### config.mk
export PLATFORM = sky130hd
export DESIGN_NAME = mc_controller_flat
export DESIGN_NICKNAME = d
export VERILOG_FILES = /design/src/rtl/mc_controller_if.sv /design/src/rtl/mc_controller.sv /design/src/flat_wrapper.sv
export SDC_FILE = /design/constraint.sdc
export NUM_CORES = 1
export LEC_CHECK = 0
export CORE_UTILIZATION = 32
export DETAILED_ROUTE_END_ITERATION = 8
export PLACE_DENSITY = 0.67
export SLEW_MARGIN = 20
export SYNTH_ARGS = -nofsm -noshare
export SYNTH_HDL_FRONTEND = slang
export SYNTH_SLANG_ARGS = --single-unit
### constraint.sdc
create_clock -name clk -period 2.2 [get_ports clk]
set_clock_uncertainty 0.2 [all_clocks]
set_input_delay 0.55 -clock clk [delete_from_list [all_inputs] [get_ports clk]]
set_output_delay 0.55 -clock clk [all_outputs]
set_load 0.02 [all_outputs]
### src/rtl/mc_controller_if.sv
// Control bus between the multicycle control FSM and its datapath.
// The master side is the controller: it receives the opcode, the ALU zero
// flag and the memory handshake, and drives every datapath control line.
interface mc_controller_if;
  logic [6:0] op;
  logic       Zero;
  logic       mem_ready;
  logic       PCWrite;
  logic       AdrSrc;
  logic       IRWrite;
  logic       MemWrite;
  logic       RegWrite;
  logic [1:0] ResultSrc;
  logic [1:0] ALUSrcA;
  logic [1:0] ALUSrcB;
  logic [1:0] ALUOp;
  logic [1:0] ImmSrc;
  logic       illegal;
  logic [3:0] state;

  modport master (
    input  op, Zero, mem_ready,
    output PCWrite, AdrSrc, IRWrite, MemWrite, RegWrite,
    output ResultSrc, ALUSrcA, ALUSrcB, ALUOp, ImmSrc, illegal, state
  );

  modport slave (
    output op, Zero, mem_ready,
    input  PCWrite, AdrSrc, IRWrite, MemWrite, RegWrite,
    input  ResultSrc, ALUSrcA, ALUSrcB, ALUOp, ImmSrc, illegal, state
  );
endinterface

### src/rtl/mc_controller.sv
// Multicycle RISC-V control FSM: sequences fetch, decode, memory access,
// execute and writeback over a shared datapath, waits on the memory ready
// handshake and parks in a trap state on an unknown opcode.
module mc_controller (
  input  logic             clk,
  input  logic             resetn,
  mc_controller_if.master  bus
);
  localparam logic [6:0] OP_LW   = 7'b0000011;
  localparam logic [6:0] OP_SW   = 7'b0100011;
  localparam logic [6:0] OP_R    = 7'b0110011;
  localparam logic [6:0] OP_I    = 7'b0010011;
  localparam logic [6:0] OP_BEQ  = 7'b1100011;
  localparam logic [6:0] OP_JAL  = 7'b1101111;

  typedef enum logic [3:0] {
    S_FETCH    = 4'd0,
    S_DECODE   = 4'd1,
    S_MEMADR   = 4'd2,
    S_MEMREAD  = 4'd3,
    S_MEMWB    = 4'd4,
    S_MEMWRITE = 4'd5,
    S_EXECUTER = 4'd6,
    S_EXECUTEI = 4'd7,
    S_ALUWB    = 4'd8,
    S_BEQ      = 4'd9,
    S_JAL      = 4'd10,
    S_TRAP     = 4'd11
  } state_e;

  state_e     state_q, state_d;
  logic       illegal_q, illegal_d;

  logic       pc_update_s, branch_s;
  logic       adr_src_s, ir_write_s, mem_write_s, reg_write_s;
  logic [1:0] result_src_s, alu_src_a_s, alu_src_b_s, alu_op_s, imm_src_s;

  // State register and sticky illegal-opcode flag; reset aborts any instruction
  always_ff @(posedge clk or negedge resetn) begin
    if (!resetn) begin
      state_q   <= S_FETCH;
      illegal_q <= 1'b0;
    end else begin
      state_q   <= state_d;
      illegal_q <= illegal_d;
    end
  end

  assign illegal_d = illegal_q | (state_q == S_TRAP);

  // Next-state logic; unused codes fall back to FETCH
  always_comb begin
    state_d = S_FETCH;
    case (state_q)
      S_FETCH:    state_d = bus.mem_ready ? S_DECODE : S_FETCH;
      S_DECODE: begin
        case (bus.op)
          OP_LW, OP_SW: state_d = S_MEMADR;
          OP_R:         state_d = S_EXECUTER;
          OP_I:         state_d = S_EXECUTEI;
          OP_BEQ:       state_d = S_BEQ;
          OP_JAL:       state_d = S_JAL;
          default:      state_d = S_TRAP;
        endcase
      end
      S_MEMADR:   state_d = (bus.op == OP_LW) ? S_MEMREAD : S_MEMWRITE;
      S_MEMREAD:  state_d = bus.mem_ready ? S_MEMWB : S_MEMREAD;
      S_MEMWRITE: state_d = bus.mem_ready ? S_FETCH : S_MEMWRITE;
      S_EXECUTER: state_d = S_ALUWB;
      S_EXECUTEI: state_d = S_ALUWB;
      S_JAL:      state_d = S_ALUWB;
      S_MEMWB:    state_d = S_FETCH;
      S_ALUWB:    state_d = S_FETCH;
      S_BEQ:      state_d = S_FETCH;
      S_TRAP:     state_d = S_TRAP;
      default:    state_d = S_FETCH;
    endcase
  end

  // Per-state datapath controls; anything not named for a state stays 0
  always_comb begin
    pc_update_s  = 1'b0;
    branch_s     = 1'b0;
    adr_src_s    = 1'b0;
    ir_write_s   = 1'b0;
    mem_write_s  = 1'b0;
    reg_write_s  = 1'b0;
    result_src_s = 2'b00;
    alu_src_a_s  = 2'b00;
    alu_src_b_s  = 2'b00;
    alu_op_s     = 2'b00;
    case (state_q)
      S_FETCH: begin
        alu_src_b_s  = 2'b10;
        result_src_s = 2'b10;
        ir_write_s   = bus.mem_ready;
        pc_update_s  = bus.mem_ready;
      end
      S_DECODE: begin
        alu_src_a_s = 2'b01;
        alu_src_b_s = 2'b01;
      end
      S_MEMADR: begin
        alu_src_a_s = 2'b10;
        alu_src_b_s = 2'b01;
      end
      S_MEMREAD:  adr_src_s = 1'b1;
      S_MEMWB: begin
        result_src_s = 2'b01;
        reg_write_s  = 1'b1;
      end
      S_MEMWRITE: begin
        adr_src_s   = 1'b1;
        mem_write_s = 1'b1;
      end
      S_EXECUTER: begin
        alu_src_a_s = 2'b10;
        alu_op_s    = 2'b10;
      end
      S_EXECUTEI: begin
        alu_src_a_s = 2'b10;
        alu_src_b_s = 2'b01;
        alu_op_s    = 2'b10;
      end
      S_ALUWB:    reg_write_s = 1'b1;
      S_BEQ: begin
        alu_src_a_s = 2'b10;
        alu_op_s    = 2'b01;
        branch_s    = 1'b1;
      end
      S_JAL: begin
        alu_src_a_s = 2'b01;
        alu_src_b_s = 2'b10;
        pc_update_s = 1'b1;
      end
      default: begin
        pc_update_s = 1'b0;
      end
    endcase
  end

  // Immediate format follows the opcode directly
  always_comb begin
    imm_src_s = 2'b00;
    case (bus.op)
      OP_SW:   imm_src_s = 2'b01;
      OP_BEQ:  imm_src_s = 2'b10;
      OP_JAL:  imm_src_s = 2'b11;
      default: imm_src_s = 2'b00;
    endcase
  end

  // Write enables are held off for as long as reset is asserted
  assign bus.PCWrite   = resetn & (pc_update_s | (branch_s & bus.Zero));
  assign bus.IRWrite   = resetn & ir_write_s;
  assign bus.MemWrite  = resetn & mem_write_s;
  assign bus.RegWrite  = resetn & reg_write_s;
  assign bus.AdrSrc    = adr_src_s;
  assign bus.ResultSrc = result_src_s;
  assign bus.ALUSrcA   = alu_src_a_s;
  assign bus.ALUSrcB   = alu_src_b_s;
  assign bus.ALUOp     = alu_op_s;
  assign bus.ImmSrc    = imm_src_s;
  assign bus.illegal   = illegal_q | (state_q == S_TRAP);
  assign bus.state     = state_q;
endmodule

### src/flat_wrapper.sv
// flat-port wrapper written by rule: the top's interface ports become plain ports
module mc_controller_flat 
  (clk, resetn, bus_op, bus_Zero, bus_mem_ready, bus_PCWrite, bus_AdrSrc, bus_IRWrite, bus_MemWrite, bus_RegWrite, bus_ResultSrc, bus_ALUSrcA, bus_ALUSrcB, bus_ALUOp, bus_ImmSrc, bus_illegal, bus_state);
  mc_controller_if bus_i ();
  input  logic clk;
  input  logic resetn;
  input wire logic [$bits(bus_i.op)-1:0] bus_op;
  input wire logic [$bits(bus_i.Zero)-1:0] bus_Zero;
  input wire logic [$bits(bus_i.mem_ready)-1:0] bus_mem_ready;
  output wire logic [$bits(bus_i.PCWrite)-1:0] bus_PCWrite;
  output wire logic [$bits(bus_i.AdrSrc)-1:0] bus_AdrSrc;
  output wire logic [$bits(bus_i.IRWrite)-1:0] bus_IRWrite;
  output wire logic [$bits(bus_i.MemWrite)-1:0] bus_MemWrite;
  output wire logic [$bits(bus_i.RegWrite)-1:0] bus_RegWrite;
  output wire logic [$bits(bus_i.ResultSrc)-1:0] bus_ResultSrc;
  output wire logic [$bits(bus_i.ALUSrcA)-1:0] bus_ALUSrcA;
  output wire logic [$bits(bus_i.ALUSrcB)-1:0] bus_ALUSrcB;
  output wire logic [$bits(bus_i.ALUOp)-1:0] bus_ALUOp;
  output wire logic [$bits(bus_i.ImmSrc)-1:0] bus_ImmSrc;
  output wire logic [$bits(bus_i.illegal)-1:0] bus_illegal;
  output wire logic [$bits(bus_i.state)-1:0] bus_state;
  assign bus_i.op = bus_op;
  assign bus_i.Zero = bus_Zero;
  assign bus_i.mem_ready = bus_mem_ready;
  assign bus_PCWrite = bus_i.PCWrite;
  assign bus_AdrSrc = bus_i.AdrSrc;
  assign bus_IRWrite = bus_i.IRWrite;
  assign bus_MemWrite = bus_i.MemWrite;
  assign bus_RegWrite = bus_i.RegWrite;
  assign bus_ResultSrc = bus_i.ResultSrc;
  assign bus_ALUSrcA = bus_i.ALUSrcA;
  assign bus_ALUSrcB = bus_i.ALUSrcB;
  assign bus_ALUOp = bus_i.ALUOp;
  assign bus_ImmSrc = bus_i.ImmSrc;
  assign bus_illegal = bus_i.illegal;
  assign bus_state = bus_i.state;
  mc_controller u_core (.clk(clk), .resetn(resetn), .bus(bus_i));
endmodule
# Yosys cells after proc, flatten, opt, wreduce, memory -nomap -nowiden
# Cells that the tools add are included.
# totals
out_inout_bits	20
register_bits	5
word_cells	53
input_bits	11
# classes
eq_ne	17
reduce_logical	10
bitwise_logic	7
mux	17
# ops
op	n
$pmux 4 s7	1
$pmux 4 s5	1
$eq 4x3->1 const B	4
$eq 4x4->1 const B	4
$pmux 2 s2	4
$eq 7x6->1 const B	2
$eq 7x7->1 const B	2
$reduce_or 2->1	6
$mux 3	3
$eq 4x2->1 const B	2
$eq 7x2->1 const B	1
$eq 7x5->1 const B	1
$mux 1	6
$pmux 2 s3	1
$reduce_or 3->1	2
$and 1x1->1	5
$eq 4x1->1 const B	1
$logic_not 4->1	1
$reduce_or 4->1	1
$or 1x1->1	2
$pmux 1 s2	1

# Longest topological paths before layout
# depth
depth_word	5
mapped_depth	5
depth_no_buf	4

# Worst setup path after synthesis
# No wires, ideal clock.
# synth_timing
path_kind	input to output
start	input port bus_op[2]
end	output port bus_ImmSrc[0]
cell_stages	2
path_buffers	0
slack_ns	-0.111
required_time_ns	1.450
arrival_time_ns	1.561
path_cell_list	or3_1 > a2111oi_2
# synth_via
elab_chain_cells	2
word_cells_on_any_way	4
cone_classes	eq/ne (3); mux (1)
# synth_rtl
element	line_no	source
from (decl)	flat_wrapper.sv:7	input wire logic [$bits(bus_i.op)-1:0] bus_op;
$eq 7x7->1 / $eq 7x6->1 (equally long branches)	mc_controller.sv:145	case (bus.op)
$pmux 2 s3 (*)	mc_controller.sv:145	
to (decl)	flat_wrapper.sv:19	output wire logic [$bits(bus_i.ImmSrc)-1:0] bus_ImmSrc;
# Every way passes the cells marked *; elsewhere a longest branch is shown, timed or not.

# Final worst setup path
# layout_timing
start	input port bus_op[6]
end	output port bus_ImmSrc[0]
# The elaborated chain is that of the path after synthesis.

==> results.txt <==
The count of buffers from port buffering is 30. At the later pin of the worst-skew pair, clock insertion delay measures approximately 0.24 ns. The number of nets with antenna violations after detailed routing came out at 0.

The fraction of the mapped netlist area in compound gates came out at between 20% and 30%. Among all flip-flop cells after synthesis, the most frequent one is sky130_fd_sc_hd__dfrtp_1. TritonCTS created 3 clock buffers. After detailed routing, the average wire length per cell comes to 11.4 um. The tree is rooted in a sky130_fd_sc_hd__clkbuf_4. The class of the most critical setup path is input port to primary output.

The count of final hold-check violations is 0. In this run the critical register-to-register path is launched from u_core.bus.state[2]. The starting density of the core is 34.3%. After clock tree synthesis, the clock-pin slew on the worst setup and hold paths is 0.04 ns. The logic depth of the worst register-to-register path is 6.

In this run, synthesis produced a sequential element count of 5. TritonCTS built the clock tree. The number of max-slew violations in the final report came to 0. The area of the placeable core is 1730 sq um. The number of placed I/O pins is 31.

The max-capacitance violation count came out at 0. The checks that failed: setup timing. The worst slew margin relative to its limit is 82.0%. The first-pass GRT wire length came out at 2.93 mm. The number of flops mapped to enable cells by yosys is 0. The largest vdd supply drop is 0.604 mV. The post-synthesis instance area is 592 sq um. The final critical path takes up 102% of the cycle. By count the netlist is led by sky130_fd_sc_hd__dfrtp_1 (5), sky130_fd_sc_hd__nor2_1 (5), sky130_fd_sc_hd__nand2_1 (4), sky130_fd_sc_hd__o21ai_0 (4). Across all setup checks in the final design, the least slack found is -0.0448 ns. The fmax came out at 445 MHz. The synthesis warning total came out at 0. The final HPWL from detailed placement came out at 1.46 mm. The total nets after synthesis came out at 81. From bottom edge to top edge, the die measures 45.0 um. At the pin with the least slew margin, the transition time is 0.266 ns.

Setup violations remaining at the end of the flow were counted as 2. The share of cell area taken by muxes after synthesis came out at 1.69%. The ratio of total power to cell area is 1280 nW/um^2. The endpoint identified for the worst register-to-register timing path is u_core.bus.state[0]. The number of hold buffers added after CTS was 0. The min-delay analysis places its worst path in the category register to register. Of the total synthesized cell area, the portion taken by XOR and XNOR cells is ~4.4%. The highest net fanout along the worst path came out at 2.

The start point of the critical path is bus_op[6]. The synthesized design spends more area on one cell type than any other, namely sky130_fd_sc_hd__dfrtp_1. After detailed routing, the total wire length is 1.88 mm.

In this run the worst setup path terminates at bus_ImmSrc[0]. 0 antenna diodes ended up in the layout. For the finished layout, the period the worst path requires is 2.24 ns.

The number of instances in the synthesized netlist came out at 70. After floorplanning, the core was divided into 15 placement rows. The share of the yosys chip area belonging to registers is a little over a fifth.

Summing the areas of all fa, ha and maj instances in the mapped netlist gives 0% of the synthesized area. The detailed-route via count came out at 784. In the post-synthesis netlist, the biggest area contributors are sky130_fd_sc_hd__dfrtp_1 (21%), sky130_fd_sc_hd__nor2b_4 (4.7%), sky130_fd_sc_hd__buf_6 (3.8%). The TritonCTS sink count is 5. After detailed routing, the number of vias per cell comes to 4.78. The count of H-tree levels built during CTS came out at 1. STA classifies the critical path startpoint as an input port. The first TritonRoute pass finished after 3 iterations.

By area, the combinational part of the netlist is dominated by simple AND/OR/NAND/NOR gates. The post-synthesis share of cell area spent on and, or, nand and nor gates came out at 44.6%. The critical path required time came out at 1.45 ns.

The run finished, with violations left. The via count of the first global-routing pass came out at 736. The placer's final routability congestion estimate came out at about 0.8. The leakage power summed over all cells came out at 0.623 nW.

The die is roughly 45 um wide. The share of Yosys cell area claimed by the top area cell type came out at between 20% and 30%. The worst setup path is captured at a primary output. Setup repair after global routing could not meet its margin everywhere. The post-placement worst setup slack is -0.932 ns. Entering global routing, the biggest net connects 9 pins. The combined global-route utilization of all metal layers is 20.2%. The register-to-register path setup slack is 0.54 ns.

The initial antenna violation count is 0. The number of distinct library cell variants in the gate-level netlist after synthesis came out at between 40 and 50. The async set-reset flop share out of synthesis came out at 100%.

The area growth from synthesis to layout is 104%. Summed over all layers, the global routing overflow is 0. The net count of the finished layout is 151. The detailed-route DRC error count is 0.

The area enclosed by the die boundary is between 2000 and 2500 sq um. In the final layout, the share of cells above drive strength 1 is 54.7%. The violation count after the first detailed-routing iteration came out at 6. The critical path data arrival time came out at 1.49 ns. Final hold analysis gives a worst-case slack of 0.253 ns. The maximum root-to-sink buffer count came out at 2. The synthesized area per cell came out at 8.45 sq um.
[critical path, cell delays in order]
cell and delay [ns]:
sky130_fd_sc_hd__buf_6 0.09, sky130_fd_sc_hd__or3_4 0.38, sky130_fd_sc_hd__a2111oi_4 0.28, sky130_fd_sc_hd__buf_4 0.19
[cells by family after synthesis]
group / Yosys count
multiplexers: 1
flip-flops: 5
AO/OA/AOI/OAI: 18
buffers and inverters: 5
AND/OR/NAND/NOR: 38
XOR/XNOR: 3
[per-layer routing]
layer  wire length, um  GRT usage [%]  part of all wire, %  up-vias
met4                20           8.48                  1.1        0
li1                  -              -                    -      398
met5                 0              0                    0        -
met2               988           37.7                   53       26
met3                92           3.60                  4.9        4
met1               776           22.1                   41      356
[power breakdown]
part | switching, mW | total [mW] | internal (mW)
combinational | 0.592 | 1.24 | 0.652
clock | 0.0365 | 0.105 | 0.0685
sequential | 0.0571 | 0.195 | 0.138
total | 0.685 | 1.54 | 0.859
[timing repair]
item | 4_1_cts | 5_1_grt
pin swaps | 7 | 1
buffers inserted | 6 | 3
gates resized for setup | 81 | 19
gates cloned | 0 | 0
setup endpoints to repair | 17 | 13
[flip-flops by register name (all words and copies together), names as in the netlist]
register          count
u_core.bus.state      4
u_core.illegal_q      1
[cells in the final DEF, fill, tap and decap left out, drive strengths merged, types with 3 or more instances in the layout]
| cell | instances |
|---|---|
| clkbuf | 7 |
| and2 | 4 |
| nand2 | 5 |
| dlygate4sd2 | 9 |
| nor2 | 6 |
| buf | 54 |
| o21ai | 5 |
| dfrtp | 5 |
| nor3 | 3 |
| nor2b | 5 |
| a21oi | 3 |
[per-stage QoR]
stage          instance area [sq um]  instances  TNS [ns]  util (%)  power [mW]
5_1_grt                         1200        164    -0.143      69.8        1.65
2_1_floorplan                    604         70         0         -       0.829
6_report                        1200        164   -0.0753      69.8        1.54
3_5_place_dp                    1130        151     -4.25      65.4        1.40
4_1_cts                         1180        161   -0.0742      68.6        1.50
3_3_place_gp                    1130        151     -4.25      65.4        1.38
[worst min-delay path by stage]
| stage | startpoint | to | slack, ns | cells after the start |
|---|---|---|---|---|
| global route | u_core.illegal_q | u_core.illegal_q | 0.28 | 1 |
| detailed placement | u_core.illegal_q | u_core.illegal_q | 0.25 | 1 |
| floorplan | resetn | u_core.bus.state[0] | 0.05 | 0 |
| global placement | u_core.illegal_q | u_core.illegal_q | 0.25 | 1 |
| CTS | u_core.illegal_q | u_core.illegal_q | 0.26 | 1 |
| finish | u_core.illegal_q | u_core.illegal_q | 0.25 | 1 |
[area by class of cell]
class                   instances  area [sq um]
inverters                       1          3.75
multi-input cells              60           475
well taps                      25          31.3
fillers                       167           522
clock buffers                   4          26.3
flip-flops and latches          5           128
repair buffers                 69           541
Power figures use the tool's default switching activity.
